File: src/rtl/local_bus_frame_ctrl.sv
// local_bus_frame_ctrl: parses UART command frames into register writes/reads/identify and returns CRC-8 framed responses.
module local_bus_frame_ctrl #(
  parameter int TIMEOUT_CYC = 100000
) (
  input  logic        lb_clk,
  input  logic        lb_reset,
  input  logic [7:0]  rx_data,
  input  logic        rx_valid,
  output logic [7:0]  tx_data,
  output logic        tx_valid,
  input  logic        tx_ready,
  output logic        wr_en,
  output logic [3:0]  wr_addr,
  output logic [31:0] wr_data,
  output logic [3:0]  rd_addr,
  input  logic [31:0] rd_data,
  output logic        lb_crc_error_n,
  output logic        ubus_identify
);
  localparam int TW = $clog2(TIMEOUT_CYC + 1);
  typedef enum logic [2:0] {IDLE, CMD, DATA, CRC, EXEC, RESP} state_t;
  state_t        state;
  logic [7:0]    cmd;
  logic [7:0]    crc;
  logic [31:0]   dat;
  logic [1:0]    dcnt;
  logic [TW-1:0] tcnt;
  logic [47:0]   sh;
  logic [2:0]    rem;
  logic [7:0]    crc_nx;
  logic [7:0]    rsp_crc;
  logic          busy;
  function automatic logic [7:0] crc8(input logic [7:0] c, input logic [7:0] d);
    logic [7:0] r;
    r = c ^ d;
    for (int i = 0; i < 8; i++) r = r[7] ? {r[6:0], 1'b0} ^ 8'h07 : {r[6:0], 1'b0};
    return r;
  endfunction
  // The CMD byte restarts the CRC so a stale value from an aborted frame never leaks in.
  assign crc_nx  = crc8(state == CMD ? 8'h00 : crc, rx_data);
  assign rsp_crc = cmd[7:6] == 2'b01
                 ? crc8(crc8(crc8(crc8(crc8(8'h00, cmd), rd_data[31:24]), rd_data[23:16]), rd_data[15:8]), rd_data[7:0])
                 : crc8(8'h00, cmd);
  assign busy = state == CMD || state == DATA || state == CRC;
  always_ff @(posedge lb_clk) begin
    if (lb_reset) begin
      state          <= IDLE;
      cmd            <= 8'h00;
      crc            <= 8'h00;
      dat            <= 32'h0;
      dcnt           <= 2'd0;
      tcnt           <= '0;
      sh             <= 48'h0;
      rem            <= 3'd0;
      tx_data        <= 8'h00;
      tx_valid       <= 1'b0;
      wr_en          <= 1'b0;
      wr_addr        <= 4'h0;
      wr_data        <= 32'h0;
      rd_addr        <= 4'h0;
      lb_crc_error_n <= 1'b1;
      ubus_identify  <= 1'b0;
    end else begin
      wr_en <= 1'b0;
      case (state)
        IDLE: if (rx_valid && rx_data == 8'h55) state <= CMD;
        CMD: if (rx_valid) begin
          cmd     <= rx_data;
          crc     <= crc_nx;
          rd_addr <= rx_data[3:0];
          dcnt    <= 2'd0;
          state   <= rx_data[7:6] == 2'b00 ? DATA : CRC;
        end
        DATA: if (rx_valid) begin
          dat  <= {dat[23:0], rx_data};
          crc  <= crc_nx;
          dcnt <= dcnt + 2'd1;
          if (dcnt == 2'd3) state <= CRC;
        end
        CRC: if (rx_valid) begin
          if (rx_data != crc) begin
            lb_crc_error_n <= 1'b0;
            state          <= IDLE;
          end else if (cmd[7:6] == 2'b11) begin
            state <= IDLE;
          end else begin
            state <= EXEC;
            if (cmd[7:6] == 2'b00) begin
              wr_en   <= 1'b1;
              wr_addr <= cmd[3:0];
              wr_data <= dat;
            end
          end
        end
        EXEC: begin
          lb_crc_error_n <= 1'b1;
          if (cmd[7:6] == 2'b10) ubus_identify <= 1'b1;
          tx_valid <= 1'b1;
          tx_data  <= 8'hAA;
          sh       <= cmd[7:6] == 2'b01 ? {cmd, rd_data, rsp_crc} : {cmd, rsp_crc, 32'h0};
          rem      <= cmd[7:6] == 2'b01 ? 3'd6 : 3'd2;
          state    <= RESP;
        end
        RESP: if (tx_valid && tx_ready) begin
          if (rem == 3'd0) begin
            tx_valid <= 1'b0;
            state    <= IDLE;
          end else begin
            tx_data <= sh[47:40];
            sh      <= {sh[39:0], 8'h00};
            rem     <= rem - 3'd1;
          end
        end
        default: state <= IDLE;
      endcase
      // Inter-byte timeout only guards a partially received frame.
      if (busy && !rx_valid) begin
        if (tcnt == TW'(TIMEOUT_CYC - 1)) begin
          state <= IDLE;
          tcnt  <= '0;
        end else begin
          tcnt <= tcnt + 1'b1;
        end
      end else begin
        tcnt <= '0;
      end
    end
  end
endmodule

File: config.mk
export PLATFORM = sky130hd
export DESIGN_NAME = local_bus_frame_ctrl
export DESIGN_NICKNAME = d
export VERILOG_FILES = /design/src/rtl/local_bus_frame_ctrl.sv
export SDC_FILE = /design/constraint.sdc
export NUM_CORES = 1
export LEC_CHECK = 0
export ABC_AREA = 1
export CAP_MARGIN = 15
export CORE_MARGIN = 2
export CORE_UTILIZATION = 35
export CTS_BUF_LIST = sky130_fd_sc_hd__clkbuf_4
export DETAILED_ROUTE_END_ITERATION = 10
export GPL_TIMING_DRIVEN = 0
export PLACE_DENSITY = 0.58
export SETUP_SLACK_MARGIN = 0.02
export SYNTH_ARGS = -nofsm -noshare
export SYNTH_HDL_FRONTEND = slang
export SYNTH_SLANG_ARGS = --single-unit
File: constraint.sdc
create_clock -name lb_clk -period 4 [get_ports lb_clk]
set_clock_uncertainty 0.1 [all_clocks]
set_input_delay 0.8 -clock lb_clk [delete_from_list [all_inputs] [get_ports lb_clk]]
set_output_delay 0.8 -clock lb_clk [all_outputs]
set_load 0.01 [all_outputs]
==> results of run 1 <==
-- per-layer routing --
metal | track usage | vias up | share of wire
met3 | 0.0326 | 25 | 0.048
met1 | 0.274 | 4020 | 0.50
met2 | 0.301 | 195 | 0.44
met4 | 0.0530 | 0 | 0.015
met5 | 0 | - | 0
li1 | - | 4520 | -
-- kinds of logic (layout without fill, tap and decap cells) --
family,after synthesis,after routing,synth area share
xor+xnor,35,35,0.0411
compound gates,251,251,0.159
simple gates,645,645,0.323
flops,169,169,0.377
other cells,0,1,0
fa+ha+maj,8,8,0.0111
buf+inv,205,331,0.0882
-- power groups by stage --
stage | Sequential (uW) | Combinational (uW) | Clock, uW
after floorplan | 1720 | 587 | 0
after global placement | 1720 | 780 | 0
after detailed placement | 1720 | 794 | 0
after CTS | 1690 | 798 | 1180
after global routing | 1690 | 903 | 1240
final | 1680 | 807 | 1150
-- placed cells by master (no fill, tap or decap), types with 10 or more instances in the layout --
| cell | n |
|---|---|
| nand2_1 | 343 |
| dfxtp_1 | 167 |
| inv_1 | 138 |
| nand3_1 | 106 |
| nor2_1 | 97 |
| o21ai_0 | 96 |
| clkdlybuf4s50_1 | 94 |
| a21oi_1 | 85 |
| clkbuf_1 | 44 |
| nand2_2 | 43 |
| a31oi_1 | 25 |
| xor2_1 | 19 |
| clkbuf_4 | 18 |
| inv_2 | 16 |
| nand3_2 | 14 |
| nor3_1 | 14 |
| a22oi_1 | 12 |
| xnor2_1 | 10 |
-- sequential cells by signal, summed over array words and instances (netlist names) --
signal / cells
sh: 48
crc: 8
wr_addr: 4
state: 3
wr_data: 32
cmd: 5
ubus_identify: 1
lb_crc_error_n: 1
wr_en: 1
dat: 32
tx_data: 8
tcnt: 17
rd_addr: 3
dcnt: 2
rem: 3
tx_valid: 1
-- worst max-delay path: stages, from the launching register on --
cell and delay [ns]:
dfxtp_4 0.45, inv_2 0.11, ha_1 0.34, inv_1 0.06, nand2_1 0.08, nand3_2 0.10
nand2_4 0.15, xor2_2 0.17, nand3_2 0.15, nand2_4 0.12, nand2_1 0.05, nand2_1 0.16
inv_1 0.11, nand2_1 0.09, nand2_1 0.05, nand2_1 0.05, nand2_1 0.05, nand2_1 0.17
nand2_2 0.10, nand2_2 0.09, nand3_1 0.08, nand2_1 0.18, inv_2 0.07, nand2_1 0.09
nand3_1 0.08, nand3_1 0.10, a21oi_1 0.06
-- final timing paths --
path | to | slack (ns)
max | sh[4] | 0.43
min | wr_data[20] | 0.35
max reg2reg | sh[4] | 0.43
min reg2reg | wr_data[20] | 0.35
-- final cells by class --
class | count | area share
Multi-Input combinational cell | 939 | 0.450
Sequential cell | 169 | 0.317
Timing Repair Buffer | 94 | 0.0881
Inverter | 154 | 0.0541
Tap cell | 330 | 0.0387
Buffer | 51 | 0.0200
Clock inverter | 14 | 0.0191
Clock buffer | 18 | 0.0127
Antenna cell | 1 | 0.000234
-- metrics by stage --
| step | hold slack (ns) | total power, uW | area, sq um | TNS, ns | instances |
|---|---|---|---|---|---|
| 2_1_floorplan | 0.318 | 2310 | 8980 | 0 | 1313 |
| 5_1_grt | 0.370 | 3830 | 10700 | 0 | 1770 |
| 3_3_place_gp | 0.333 | 2500 | 10300 | -0.960 | 1737 |
| 6_report | 0.353 | 3640 | 10700 | 0 | 1770 |
| 3_5_place_dp | 0.337 | 2520 | 10300 | -1.31 | 1737 |
| 4_1_cts | 0.357 | 3660 | 10700 | 0 | 1769 |
-- repair_timing --
item	in CTS	in global routing
setup endpoints to repair	0	7
gates resized for setup	0	3
endpoints found under the hold margin	0	0
==> metrics, run 1 <==
die width=164 um; Util after Layout=0.424; FF+latch area=3390 sq um; final net count=1478; area delta synth->final=18.9%; Rows=58; switching part of the total power=0.309; PnR worst setup slack=0.429 ns; Worst-path clk slew=0.13 ns; worst min path class=reg2reg; core area=25200 sq um; Sequential Power Share=0.462; FF+latch count, synth=169; worst slack at placement=-0.185 ns; Main synth FF type=dfxtp_1; outcome=finished clean; CTS tree=yes; top-area cell type share of the netlist area=0.377; fin crit share=0.893; total gr overflow=0; # Max-Cap Violations=0; # DRC=0; Setup CP Type=reg2reg; vias per cell=4.95; initial antenna violation count=1; worst-margin pin slew=0.923 ns; first-pass GRT wire length=40600 um; worst vdd ir=0.000174 V; Clk network pwr share=0.316; ranking of synthesized cells by area=dfxtp_1, nand2_1, nand3_1; Detail Route Antenna Nets=0; CP endpoint kind=flop; synthesized area=8980 sq um; H-tree depth=4; Critical Path Start Type=flop; Synth top cells by count=nand2_1, dfxtp_1, inv_1; share of layout cells above drive strength 1=0.0890; RSZ-0062 raised after global routing=false; total wire length=25700 um; Pre-antenna DRT Iters=8; routed vias=8760; pin count of the biggest net entering global routing=17; Worst Path Arrival=3.92 ns; area leader, netlist=dfxtp_1; Fmax=0.280 GHz; cell count after synthesis=1313; syn nets=1365; Post-CTS Setup Inserts=0; Rel. slew slack=0.369; clock sinks=169; Worst Setup SP=cmd[6]; Synth Warn #=0; maximum buffer depth of the clock tree=2; Multi-input gate area=4800 sq um; WHS Path Cells=2; Initial Util=0.357; Die H=164 um; HP Start=wr_data[20]; TritonCTS Buffers=17; Port Buf Inserts=94; All-Layer GR Usage=0.193; Seq/Total Area, Yosys=0.377; vias in the first global route=7881; cell area power density=341 nW/um^2; Setup-failing EPs final=0; asr flop ratio synth=0; Psw=1130 uW; DP HPWL=20200 um; Pint=2520 uW; syn_area_per_cell=6.84 sq um; most common cell in the netlist=nand2_1; Comb pwr share=0.221; FILL cells=2674; placer congestion estimate=0.875; final hold violation count=0; wire per inst=14.5 um; DRT iter0 DRCs=582; Worst-Skew Late Latency=0.58 ns; R2R Path Start=cmd[6]; hold_buf cts=0; Root Driver=clkbuf_4; min Tclk post-route=3.57 ns; crit path max fanout=7; critical path data required time=4.35 ns; P_leak=0.00429 uW; number of synthesized flops with an enable pin=0; die area=27000 sq um; Final Slew Violations=0; worst r2r path cells=26; Synth cell types=42; io pins=96
No activity file was read; power rests on OpenSTA's default activity.
==> run 2: changes to the inputs <==
- PLACE_DENSITY: 0.58 -> 0.6
- clock period: 4 -> 2.9 ns (I/O delays scaled with it)
==> run 2 against run 1 <==
  * The run now ends with negative setup slack left
  * Sequential power is 38% higher
  * Sequential share of layout area down 3.2 points
  * Register-to-register slack worse by 0.72 ns
  * Via count increased by 3.2%
  * Total power rose by 52%
  * Setup slack worse by 0.72 ns
  * Critical path type unchanged
  * Critical endpoint is now sh[2]
==> metrics, run 2 (same netlist as run 1, synthesis figures left out) <==
outcome=finished with violations; failing checks=negative setup slack; worst min path class=reg2reg; crit-path max cell delay=0.40 ns; worst vdd ir=0.000269 V; worst r2r path cells=26; flip-flop count of the largest register after layout=48; Worst path slowest cell=dfxtp_4; vias per cell=5.02; Setup Total Neg Slack=-1.86 ns; Worst-Skew Late Latency=0.58 ns; min Tclk post-route=3.19 ns; first-pass GRT wire length=42200 um; Bufs and invs on worst path=6; die area=27000 sq um; largest registers=sh x48, dat x32, wr_data x32; # DRC=0; Die H=164 um; Port Buf Inserts=94; CTS tree=yes; # Max-Cap Violations=0; R2R Path Start=cmd[6]; All-Layer GR Usage=0.199; commonest non-fill, non-tap cell in the layout=nand2_1; DP Area=10400 sq um; Pwr Total=5550 uW; RSZ-0062 raised after global routing=true; most frequent cells in the layout=nand2_1, dfxtp_1, inv_1; TritonCTS Buffers=17; maximum buffer depth of the clock tree=2; final net count=1509; pin count of the biggest net entering global routing=17; post-route cell area=12000 sq um; HP Start=wr_data[27]; Setup-failing EPs final=8; Critical Path Start Type=flop; Multi-input gate area=5790 sq um; die width=164 um; Rows=58; reg2reg setup slack=-0.29 ns; delay-heaviest family, CP=simple AND/OR/NAND/NOR gates; worst-margin pin slew=0.710 ns; FILL cells=2507; DP HPWL=20100 um; Worst Path Arrival=3.60 ns; Worst Hold End=wr_data[27]; total wire length=27400 um; Rel. slew slack=0.526; area delta synth->final=33.1%; Root Driver=clkbuf_4; Worst-path clk slew=0.13 ns; cell area power density=465 nW/um^2; Setup CP Type=reg2reg; hold_buf cts=0; Initial Util=0.357; final hold violation count=0; initial antenna violation count=1; Critical R2R Capture=sh[2]; wire per inst=15.2 um; routed vias=9041; clock sinks=169; critical path data required time=3.31 ns; total gr overflow=0; vias in the first global route=8321; Fmax=0.314 GHz; Biggest register=sh; P_leak=0.00476 uW; WHS Path Cells=2; fin crit share=1.10; share of layout cells above drive strength 1=0.211; H-tree depth=4; DRT iter0 DRCs=618; PnR worst setup slack=-0.287 ns; Most common cell on crit path=nand2_4; CP endpoint kind=flop; core area=25200 sq um; Pre-antenna DRT Iters=5; io pins=96; Final Slew Violations=0; crit path max fanout=6; placer congestion estimate=0.895; FF+latch area=3410 sq um; Detail Route Antenna Nets=0
[run 2: cell count changes in the layout (fill, tap and decap cells not counted), sizes merged]
| cell | change |
|---|---|
| bufinv | -1 |
| buf | +32 |
| clkbuf | -2 |
| clkinv | +4 |
| clkinvlp | -3 |
[run 2: worst register-to-register path: cells and delay by family, from the launching register on]
family          cells  cell delay (ns)
simple gates       17             1.57
compound gates      1             0.13
fa+ha+maj           1             0.29
buf+inv             6             0.43
flops               1             0.40
xor+xnor            1             0.20
[run 2: area by class of cell]
type                            count  share of cell area
Clock inverter                     14              0.0152
Multi-Input combinational cell    939               0.484
Timing Repair Buffer              126               0.102
Inverter                          154              0.0503
Sequential cell                   169               0.285
Tap cell                          330              0.0345
Clock buffer                       17              0.0107
Antenna cell                        1            0.000209
Buffer                             50              0.0176
[run 2: power breakdown]
part / switching (uW) / internal, uW
sequential: 1.30 / 2320
clock: 810 / 671
combinational: 1070 / 682
total: 1890 / 3670
[run 2: worst max path at each step]
| stage | start | to | slack [ns] | cells past startpoint |
|---|---|---|---|---|
| after global routing | cmd[7] | sh[3] | -0.45 | 25 |
| after global placement | rx_data[4] | wr_data[27] | -0.95 | 8 |
| after CTS | cmd[7] | sh[4] | -0.20 | 27 |
| after detailed placement | rx_data[6] | wr_data[29] | -0.97 | 8 |
| final | cmd[6] | sh[2] | -0.29 | 26 |
| after floorplan | cmd[6] | sh[2] | 0.03 | 29 |
[run 2: what timing repair did]
action / in CTS / in global routing
resized for setup: 114 / 139
endpoints found under the hold margin: 0 / 0
pin swaps: 51 / 57
endpoints found under the setup margin: 48 / 22
buffers inserted: 17 / 15
gates cloned: 0 / 0
[run 2: through the flow]
stage / hold slack, ns / worst slack [ns] / utilization / instances
global placement: 0.331 / -0.951 / 0.411 / 1737
global route: 0.350 / -0.446 / 0.475 / 1800
finish: 0.353 / -0.287 / 0.475 / 1800
detailed placement: 0.337 / -0.971 / 0.411 / 1737
CTS: 0.319 / -0.202 / 0.445 / 1785
floorplan: 0.318 / 0.0275 / - / 1313
[run 2: layer usage]
layer / up-vias / track usage / part of all wire
li1: 4573 / - / -
met1: 4228 / 0.274 / 0.47
met2: 207 / 0.324 / 0.47
met3: 33 / 0.0290 / 0.050
met4: 0 / 0.0542 / 0.014
met5: - / 0 / 0
